File: src/rtl/opassign_accum_bank.sv
// opassign_accum_bank
//   Bank of NCHAN independent W-bit accumulators. Each one is updated with
//   compound-assignment semantics (=, &=, |=, ^=, +=, -=, <<=, >>=, >>>=) or
//   read. Commands come in on a valid/ready stream. The result (the new
//   accumulator value) and the prior value leave on a registered stream
//   with 1-cycle latency and full throughput.
//
//   Ports:
//     clk, rst_n          clock, synchronous active-low reset
//     in_valid/in_ready   command handshake; in_ready = !out_valid || out_ready
//     in_chan             target accumulator
//     in_op               0 = 1 &= 2 |= 3 ^= 4 += 5 -= 6 <<= 7 >>= 8 >>>= 9 read
//     in_operand          right-hand side (OW bits)
//     out_valid/out_ready result handshake
//     out_chan            channel of the result
//     out_result          value of the assignment expression
//     out_old             accumulator value before the command
//     out_err             illegal op (>=10) or channel (>=NCHAN)
//     out_sat             (OPASSIGN_ACCUM_SAT_EN only) += / -= clamped
//
//   Optional macro OPASSIGN_ACCUM_SAT_EN: += and -= saturate instead of wrap.
module opassign_accum_bank #(
   parameter int W      = 8,
   parameter int OW     = 8,
   parameter int NCHAN  = 4,
   parameter int CW     = (NCHAN > 1) ? $clog2(NCHAN) : 1,
   parameter bit SIGNED = 1'b0
) (
   input  logic          clk,
   input  logic          rst_n,
   input  logic          in_valid,
   output logic          in_ready,
   input  logic [CW-1:0] in_chan,
   input  logic [3:0]    in_op,
   input  logic [OW-1:0] in_operand,
   output logic          out_valid,
   input  logic          out_ready,
   output logic [CW-1:0] out_chan,
   output logic [W-1:0]  out_result,
   output logic [W-1:0]  out_old,
   output logic          out_err
`ifdef OPASSIGN_ACCUM_SAT_EN
   ,
   output logic          out_sat
`endif
);

   localparam logic [3:0] OP_SET  = 4'd0;
   localparam logic [3:0] OP_AND  = 4'd1;
   localparam logic [3:0] OP_OR   = 4'd2;
   localparam logic [3:0] OP_XOR  = 4'd3;
   localparam logic [3:0] OP_ADD  = 4'd4;
   localparam logic [3:0] OP_SUB  = 4'd5;
   localparam logic [3:0] OP_SHL  = 4'd6;
   localparam logic [3:0] OP_SHR  = 4'd7;
   localparam logic [3:0] OP_ASR  = 4'd8;
   localparam logic [3:0] OP_READ = 4'd9;

   logic [W-1:0]  acc_q [NCHAN];
   logic [W-1:0]  acc_d [NCHAN];
   logic          out_valid_q, out_valid_d;
   logic [CW-1:0] out_chan_q, out_chan_d;
   logic [W-1:0]  out_result_q, out_result_d;
   logic [W-1:0]  out_old_q, out_old_d;
   logic          out_err_q, out_err_d;

   logic [W-1:0]  opx;
   logic [W-1:0]  cur;
   logic [W-1:0]  new_val;
   logic          chan_ok;
   logic          op_ok;
   logic          accept;

`ifdef OPASSIGN_ACCUM_SAT_EN
   localparam logic [W-1:0] SMAX = {1'b0, {(W-1){1'b1}}};
   logic          out_sat_q, out_sat_d;
   logic          sat_hit;
   logic [W:0]    sum_x, dif_x;
`endif

   // Operand extension to accumulator width. Shifts use the raw operand.
   generate
      if (OW >= W) begin : g_trunc
         assign opx = in_operand[W-1:0];
      end else if (SIGNED) begin : g_sext
         assign opx = {{(W-OW){in_operand[OW-1]}}, in_operand};
      end else begin : g_zext
         assign opx = {{(W-OW){1'b0}}, in_operand};
      end
   endgenerate

   assign in_ready = !out_valid_q || out_ready;
   assign accept   = in_valid && in_ready;
   assign op_ok    = (in_op <= OP_READ);

   // Channel select doubles as the range check, so codes >= NCHAN read as 0.
   always_comb begin
      cur     = '0;
      chan_ok = 1'b0;
      for (int i = 0; i < NCHAN; i++) begin
         if (in_chan == CW'(i)) begin
            cur     = acc_q[i];
            chan_ok = 1'b1;
         end
      end
   end

   always_comb begin
      new_val = cur;
`ifdef OPASSIGN_ACCUM_SAT_EN
      sat_hit = 1'b0;
      sum_x   = {1'b0, cur} + {1'b0, opx};
      dif_x   = {1'b0, cur} - {1'b0, opx};
`endif
      case (in_op)
         OP_SET: new_val = opx;
         OP_AND: new_val = cur & opx;
         OP_OR:  new_val = cur | opx;
         OP_XOR: new_val = cur ^ opx;
`ifdef OPASSIGN_ACCUM_SAT_EN
         // Signed overflow: result sign differs from cur where the operand
         // signs make overflow possible; clamp toward cur's sign.
         OP_ADD: begin
            new_val = sum_x[W-1:0];
            if (SIGNED) begin
               if ((cur[W-1] == opx[W-1]) && (sum_x[W-1] != cur[W-1])) begin
                  sat_hit = 1'b1;
                  new_val = cur[W-1] ? ~SMAX : SMAX;
               end
            end else if (sum_x[W]) begin
               sat_hit = 1'b1;
               new_val = '1;
            end
         end
         OP_SUB: begin
            new_val = dif_x[W-1:0];
            if (SIGNED) begin
               if ((cur[W-1] != opx[W-1]) && (dif_x[W-1] != cur[W-1])) begin
                  sat_hit = 1'b1;
                  new_val = cur[W-1] ? ~SMAX : SMAX;
               end
            end else if (dif_x[W]) begin
               sat_hit = 1'b1;
               new_val = '0;
            end
         end
`else
         OP_ADD: new_val = cur + opx;
         OP_SUB: new_val = cur - opx;
`endif
         OP_SHL: new_val = cur << in_operand;
         OP_SHR: new_val = cur >> in_operand;
         // Kept as an if so the signed shift is not pulled unsigned by context.
         OP_ASR: begin
            if (SIGNED) new_val = $signed(cur) >>> in_operand;
            else        new_val = cur >> in_operand;
         end
         default: new_val = cur;
      endcase
   end

   always_comb begin
      acc_d        = acc_q;
      out_valid_d  = out_valid_q;
      out_chan_d   = out_chan_q;
      out_result_d = out_result_q;
      out_old_d    = out_old_q;
      out_err_d    = out_err_q;
`ifdef OPASSIGN_ACCUM_SAT_EN
      out_sat_d    = out_sat_q;
`endif
      if (accept) begin
         if (op_ok && chan_ok && (in_op != OP_READ)) begin
            for (int i = 0; i < NCHAN; i++)
               if (in_chan == CW'(i)) acc_d[i] = new_val;
         end
         out_valid_d  = 1'b1;
         out_chan_d   = in_chan;
         out_old_d    = cur;
         out_result_d = (op_ok && chan_ok) ? new_val : cur;
         out_err_d    = !(op_ok && chan_ok);
`ifdef OPASSIGN_ACCUM_SAT_EN
         out_sat_d    = sat_hit && op_ok && chan_ok;
`endif
      end else if (out_ready) begin
         out_valid_d = 1'b0;
      end
   end

   always_ff @(posedge clk) begin
      if (!rst_n) begin
         for (int i = 0; i < NCHAN; i++) acc_q[i] <= '0;
         out_valid_q  <= 1'b0;
         out_chan_q   <= '0;
         out_result_q <= '0;
         out_old_q    <= '0;
         out_err_q    <= 1'b0;
`ifdef OPASSIGN_ACCUM_SAT_EN
         out_sat_q    <= 1'b0;
`endif
      end else begin
         acc_q        <= acc_d;
         out_valid_q  <= out_valid_d;
         out_chan_q   <= out_chan_d;
         out_result_q <= out_result_d;
         out_old_q    <= out_old_d;
         out_err_q    <= out_err_d;
`ifdef OPASSIGN_ACCUM_SAT_EN
         out_sat_q    <= out_sat_d;
`endif
      end
   end

   assign out_valid  = out_valid_q;
   assign out_chan   = out_chan_q;
   assign out_result = out_result_q;
   assign out_old    = out_old_q;
   assign out_err    = out_err_q;
`ifdef OPASSIGN_ACCUM_SAT_EN
   assign out_sat    = out_sat_q;
`endif

endmodule
File: config.mk
export PLATFORM = sky130hd
export DESIGN_NAME = opassign_accum_bank
export DESIGN_NICKNAME = d
export VERILOG_FILES = /design/src/rtl/opassign_accum_bank.sv
export SDC_FILE = /design/constraint.sdc
export NUM_CORES = 1
export LEC_CHECK = 0
export ABC_AREA = 1
export CAP_MARGIN = 10
export CORE_ASPECT_RATIO = 0.75
export CORE_MARGIN = 10
export CORE_UTILIZATION = 60
export CTS_CLUSTER_SIZE = 40
export DETAILED_ROUTE_END_ITERATION = 10
export DONT_BUFFER_PORTS = 1
export HOLD_SLACK_MARGIN = 0.12
export PLACE_DENSITY = 0.85
export SLEW_MARGIN = 20
export SYNTH_ARGS = -nofsm -noshare
export SYNTH_HDL_FRONTEND = slang
export SYNTH_SLANG_ARGS = --single-unit
File: constraint.sdc
create_clock -name clk -period 6.1 [get_ports clk]
set_clock_uncertainty 0.05 [all_clocks]
set_input_delay 0.61 -clock clk [delete_from_list [all_inputs] [get_ports clk]]
set_output_delay 0.61 -clock clk [all_outputs]
set_load 0.03 [all_outputs]
==> results_dict.tcl, run 1 <==
set metrics [dict create \
    wl_per_cell_um 17.73 \
    slew_headroom_pct 39.00 \
    path_clk_slew_ns 0.10 \
    synthFlopType "dfxtp_1" \
    coreArea_um2 6256 \
    ys_seq_elements 52 \
    synth-edff-count 0 \
    cp_cell_sequence "nand2_1 -> nand2_2 -> inv_1 -> nand2_1 -> nor2_1 -> o21ai_0 -> a21oi_1" \
    synth_nets 612 \
    drc_errors 0 \
    design_area_um2 3929 \
    die_width_um 112.2 \
    via_count 4011 \
    synth.area.top_cells "dfxtp_1 (27%), nand2_1 (13%), nand3_1 (8.3%)" \
    rsz0062_at_grt "false" \
    slew_violations 0 \
    wl_met2_mm 4.717 \
    yosysWarnings 0 \
    tightestPinTransition_ns 0.9117 \
    crit_family "simple AND/OR/NAND/NOR gates" \
    crit_type "reg -> reg" \
    min_period_over_period_pct 51.93 \
    clk_path_buf_depth 2 \
    fill_cells 575 \
    leakagePower_nw 1.807 \
    wl_mm 11.34 \
    cp_max_fo 31 \
    grt_max_degree 45 \
    multi_input_area_um2 2487 \
    max_freq_mhz 315.7 \
    dr.max_layer_used "met4" \
    die_area_um2 9994 \
    drive_above_1_share_pct 12.16 \
    syn_avg_cell_area_um2 6.704 \
    finalSetupViolCount 0 \
    drt-initial-drc-count 514 \
    hold_viol 0 \
    outcome "completed" \
    viasPerCell 6.267 \
    synth_top_area_share_pct 27.24 \
    pre_cts_ws_ns 2.575 \
    worstSetupStartpointType "flop" \
    synth_cells 570 \
    n_antenna_cell 0 \
    fin_nets 600 \
    yosysMostFrequentCell "nand2_1" \
    gp_congestion 1.012 \
    ant_nets 0 \
    dpl.hpwl_mm 8.741 \
    cts_sinks 52 \
    fin_crit_ns 3.168 \
    holdBufCountCts 0 \
    postCtsSetupBuffers 0 \
    maxCapViolCount 0 \
    end_kind "flop" \
    numCtsBuffers 5 \
    holdCritPathClass "in -> reg" \
    route.met3.wl_mm 1.589 \
    critPathBufInv 1 \
    synthArstFlopShare_pct 0 \
    tritoncts "built" \
    fin_tns_setup_ns 0 \
    first_pass_iters 5 \
    post_dp_cell_area_um2 3826 \
    overflow 0 \
    insertion_delay_ns 0.31 \
    setup_ws_ns 2.932 \
    dp_cells 632 \
    syn2layout_area_growth_pct 2.816 \
    synth_cell_type_count 40 \
    final_cells 640 \
    netlist_top_cells_count "nand2_1 (129), nand3_1 (63), a21oi_1 (62)" \
    slowest_delay_ns 0.77 \
    synth_top_area_cell "dfxtp_1" \
    antenna_found_initial 0 \
    synth_seq_area_share_pct 27.24 \
    register_area_um2 1041 \
    ir_drop_v 0.0001326 \
    netlist_area_um2 3821 \
    cp_common_cell "nand2_1" \
    powerDensity_nw_per_um2 200.8 \
    drt-met1-wl_mm 4.864 \
    cts-root-buf "clkbuf_8" \
    chipHeight_um 89.11 \
    slowest_stage "nor2_1" \
    arrival_ns 3.36 \
    ioPinCount 39 \
    crit_required_ns 6.30 \
    portBuffers 0 \
    grt_pass1_vias 3571 \
    grt_pass1_wl_mm 18.15 \
    htree_levels 2 \
    ctsResizeCount 0 \
    grt_util_all_layers_pct 22.19 \
    initial_core_util_pct 61.08 \
    num_rows 25 \
]
-- worst reg2reg max path, cell delays in order (launching register included) --
cell and delay, ns:
dfxtp_1 0.42, nand2_1 0.34, nand2_2 0.19, inv_1 0.64, nand2_1 0.32, nor2_1 0.77
o21ai_0 0.21, a21oi_1 0.16
-- metal layers --
metal  global-route usage (%)  vias to the layer above
met5                        0                        -
met4                    5.862                        0
met1                    30.19                     1842
li1                         -                     1909
met3                    7.512                       19
met2                    32.70                      241
-- area by class of cell --
class,count,share of cell area (%)
flip-flops and latches,52,26.50
well taps,81,2.580
inverters,55,5.255
clock buffers,5,1.752
multi-input cells,444,63.31
clock inverters,3,0.6051
-- final timing paths --
| check | from | end | slack, ns | depth (start not counted) |
|---|---|---|---|---|
| min reg2reg | acc_q[16] | acc_q[16] | 0.49 | 2 |
| max reg2reg | out_valid | acc_q[0] | 2.93 | 7 |
| max | out_valid | acc_q[0] | 2.93 | 7 |
| min | rst_n | acc_q[8] | 0.37 | 2 |
-- stage by stage --
| step | total power [mW] | hold WS [ns] | utilization (%) |
|---|---|---|---|
| after global routing | 0.8282 | 0.3673 | 62.80 |
| after global placement | 0.5795 | 0.4656 | 61.08 |
| final | 0.7889 | 0.3738 | 62.80 |
| after detailed placement | 0.5869 | 0.4749 | 61.16 |
| after floorplan | 0.5462 | 0.4457 | - |
| after CTS | 0.7810 | 0.3725 | 62.64 |
-- power breakdown --
part	switching (mW)	internal [mW]
combinational	0.138	0.0617
sequential	0.0307	0.357
clock	0.120	0.0815
-- kinds of logic after synthesis --
logic type / synth area share, %
AO/OA/AOI/OAI: 20.33
XOR/XNOR: 0.9167
adder cells (fa/ha/maj): 8.055
buffers and inverters: 8.055
flip-flops: 27.24
AND/OR/NAND/NOR: 35.40
-- sequential cells by signal (all words and copies together), names as in the netlist --
register,count
out_valid,1
out_old,8
out_err,1
out_result,8
acc_q,32
out_chan,2
-- placed cells by master (no fill, tap or decap), types with 2 or more instances in the layout --
cell        count
a211oi_1        2
a21oi_1        62
a21oi_2         2
a221oi_1        3
clkbuf_8        5
clkinv_1        2
clkinvlp_4      2
dfxtp_1        52
ha_1           23
inv_1          47
inv_2           6
nand2_1       129
nand2_2        20
nand2_4         2
nand3_1        63
nand3_2        10
nand3b_1        2
nand4_1         6
nand4_2         4
nor2_1         17
nor2_2          4
nor2_4          3
nor3_1          2
nor3_2          3
o211ai_1        9
o21ai_0        56
o21ai_1         3
o21bai_1        2
or2_2           4
xor2_1          4
Power figures use the tool's default switching activity.
==> run 2: changes to the inputs <==
==> constraint.sdc (replaced) <==
create_clock -name clk -period 3.2 [get_ports clk]
set_clock_uncertainty 0.05 [all_clocks]
set_input_delay 0.32 -clock clk [delete_from_list [all_inputs] [get_ports clk]]
set_output_delay 0.32 -clock clk [all_outputs]
set_load 0.03 [all_outputs]
==> run 2 against run 1 <==
Against the previous run: sequential share of layout area decreased by 0.67 points; global-route usage increased by 0.73 points; flip-flop and latch count unchanged; hold slack got worse by 0.25 ns; via count decreased by 0.85%; combinational power increased by 96%; design area increased by 2.6%; largest cell class unchanged; largest power group unchanged.
==> results_dict.tcl, run 2 (synthesis gave the netlist of run 1 again) <==
set metrics [dict create \
    outcome "completed" \
    initial_core_util_pct 61.08 \
    via_count 3977 \
    mostFrequentLayoutCell "nand2_1" \
    path_clk_slew_ns 0.10 \
    drive_above_1_share_pct 12.87 \
    ir_drop_v 0.0002330 \
    antenna_found_initial 0 \
    portBuffers 0 \
    cp_cell_sequence "nand2_1 -> nand2_1 -> nand3_1 -> nand2_1 -> inv_1 -> fa_1 -> o21ai_0 -> a2111oi_0 -> nand2_1 -> nand2_2 -> a21oi_1" \
    cts-root-buf "clkbuf_8" \
    largest_register "acc_q" \
    worstSetupStartpointType "flop" \
    leakagePower_nw 1.877 \
    clk_path_buf_depth 2 \
    chipHeight_um 89.11 \
    wl_met2_mm 4.856 \
    grt_util_all_layers_pct 22.92 \
    viasPerCell 6.137 \
    cts_sinks 52 \
    numCtsBuffers 5 \
    n_antenna_cell 0 \
    grt_pass1_vias 3573 \
    crit_type "reg -> reg" \
    slew_headroom_pct 37.38 \
    ant_nets 0 \
    slew_violations 0 \
    powerDensity_nw_per_um2 415.0 \
    drt-initial-drc-count 490 \
    cp_common_cell "nand2_1" \
    dr.max_layer_used "met4" \
    finalSetupViolCount 0 \
    fin_tns_setup_ns 0 \
    grt_max_degree 44 \
    end_kind "flop" \
    dpl.hpwl_mm 8.998 \
    critPathBufInv 1 \
    fill_cells 578 \
    ioPinCount 39 \
    insertion_delay_ns 0.31 \
    dp_cells 639 \
    tightestPinTransition_ns 0.9358 \
    tritoncts "built" \
    crit_required_ns 3.33 \
    drc_errors 0 \
    fin_crit_ns 2.578 \
    ctsResizeCount 0 \
    min_period_over_period_pct 80.57 \
    arrival_ns 2.71 \
    final_cells 648 \
    crit_family "simple AND/OR/NAND/NOR gates" \
    hold_viol 0 \
    slowest_stage "fa_1" \
    overflow 0 \
    holdCritPathClass "in -> reg" \
    htree_levels 2 \
    final_cell_mix "nand2_1 (129), nand3_1 (63), a21oi_1 (62), o21ai_0 (56), dfxtp_1 (52)" \
    rsz0062_at_grt "false" \
    wl_per_cell_um 18.14 \
    die_area_um2 9994 \
    num_rows 25 \
    slowest_delay_ns 0.55 \
    max_freq_mhz 387.8 \
    gp_congestion 0.9990 \
    cp_max_fo 5 \
    grt_pass1_wl_mm 18.73 \
    syn2layout_area_growth_pct 5.501 \
    wl_mm 11.76 \
    maxCapViolCount 0 \
    first_pass_iters 5 \
    fin_nets 608 \
    largest_register_ffs 32 \
    drt-met1-wl_mm 5.115 \
    die_width_um 112.2 \
    route.met3.wl_mm 1.726 \
    coreArea_um2 6256 \
]
## run 2: changes by cell type in the layout (fill, tap and decap cells not counted)
cell | before | now
buf_4 | 0 | 7
clkinv_4 | 1 | 0
clkinvlp_4 | 2 | 0
nor3_1 | 2 | 5
nor3_2 | 3 | 0
inv_6 | 0 | 1
bufinv_16 | 0 | 2
buf_12 | 0 | 1
## run 2: metal layers
layer | vias up | track usage (%)
li1 | 1921 | -
met4 | 0 | 2.989
met1 | 1796 | 31.90
met3 | 12 | 8.115
met5 | - | 0
met2 | 248 | 33.96
## run 2: timing repair
action	CTS	global route
setup endpoints to repair	0	0
hold buffers	1	0
hold endpoints to repair	43	0
buffers inserted	0	0
## run 2: final cells by class
cell class / instances / area, um2 / share of cell area [%]
Clock buffer: 5 / 68.82 / 1.707
Clock inverter: 3 / 68.82 / 1.707
Inverter: 55 / 206.4 / 5.121
Multi-Input combinational cell: 444 / 2472 / 61.33
Sequential cell: 52 / 1041 / 25.82
Tap cell: 81 / 101.3 / 2.514
Timing Repair Buffer: 8 / 72.57 / 1.800
## run 2: worst paths after layout
| kind | to | depth (start not counted) | start | slack, ns |
|---|---|---|---|---|
| max reg2reg | acc_q[17] | 11 | acc_q[17] | 0.62 |
| min | out_err | 2 | in_op[3] | 0.13 |
| max | acc_q[17] | 11 | acc_q[17] | 0.62 |
| min reg2reg | acc_q[26] | 2 | acc_q[26] | 0.50 |
## run 2: power breakdown
part,internal [mW],switching (mW)
logic,0.124,0.267
registers,0.680,0.0586
clock network,0.315,0.228
total,1.12,0.553
## run 2: metrics by stage
stage | setup slack, ns | util, % | hold WS [ns] | power (mW) | area [um2]
after floorplan | 0.7162 | - | 0.4084 | 1.041 | 3821
after global placement | 0.5278 | 61.92 | 0.4143 | 1.116 | 3874
after detailed placement | 0.5069 | 61.92 | 0.4171 | 1.122 | 3874
after CTS | 0.6809 | 64.44 | 0.1305 | 1.661 | 4031
after global routing | 0.3696 | 64.44 | 0.1540 | 1.744 | 4031
final | 0.6216 | 64.44 | 0.1282 | 1.673 | 4031
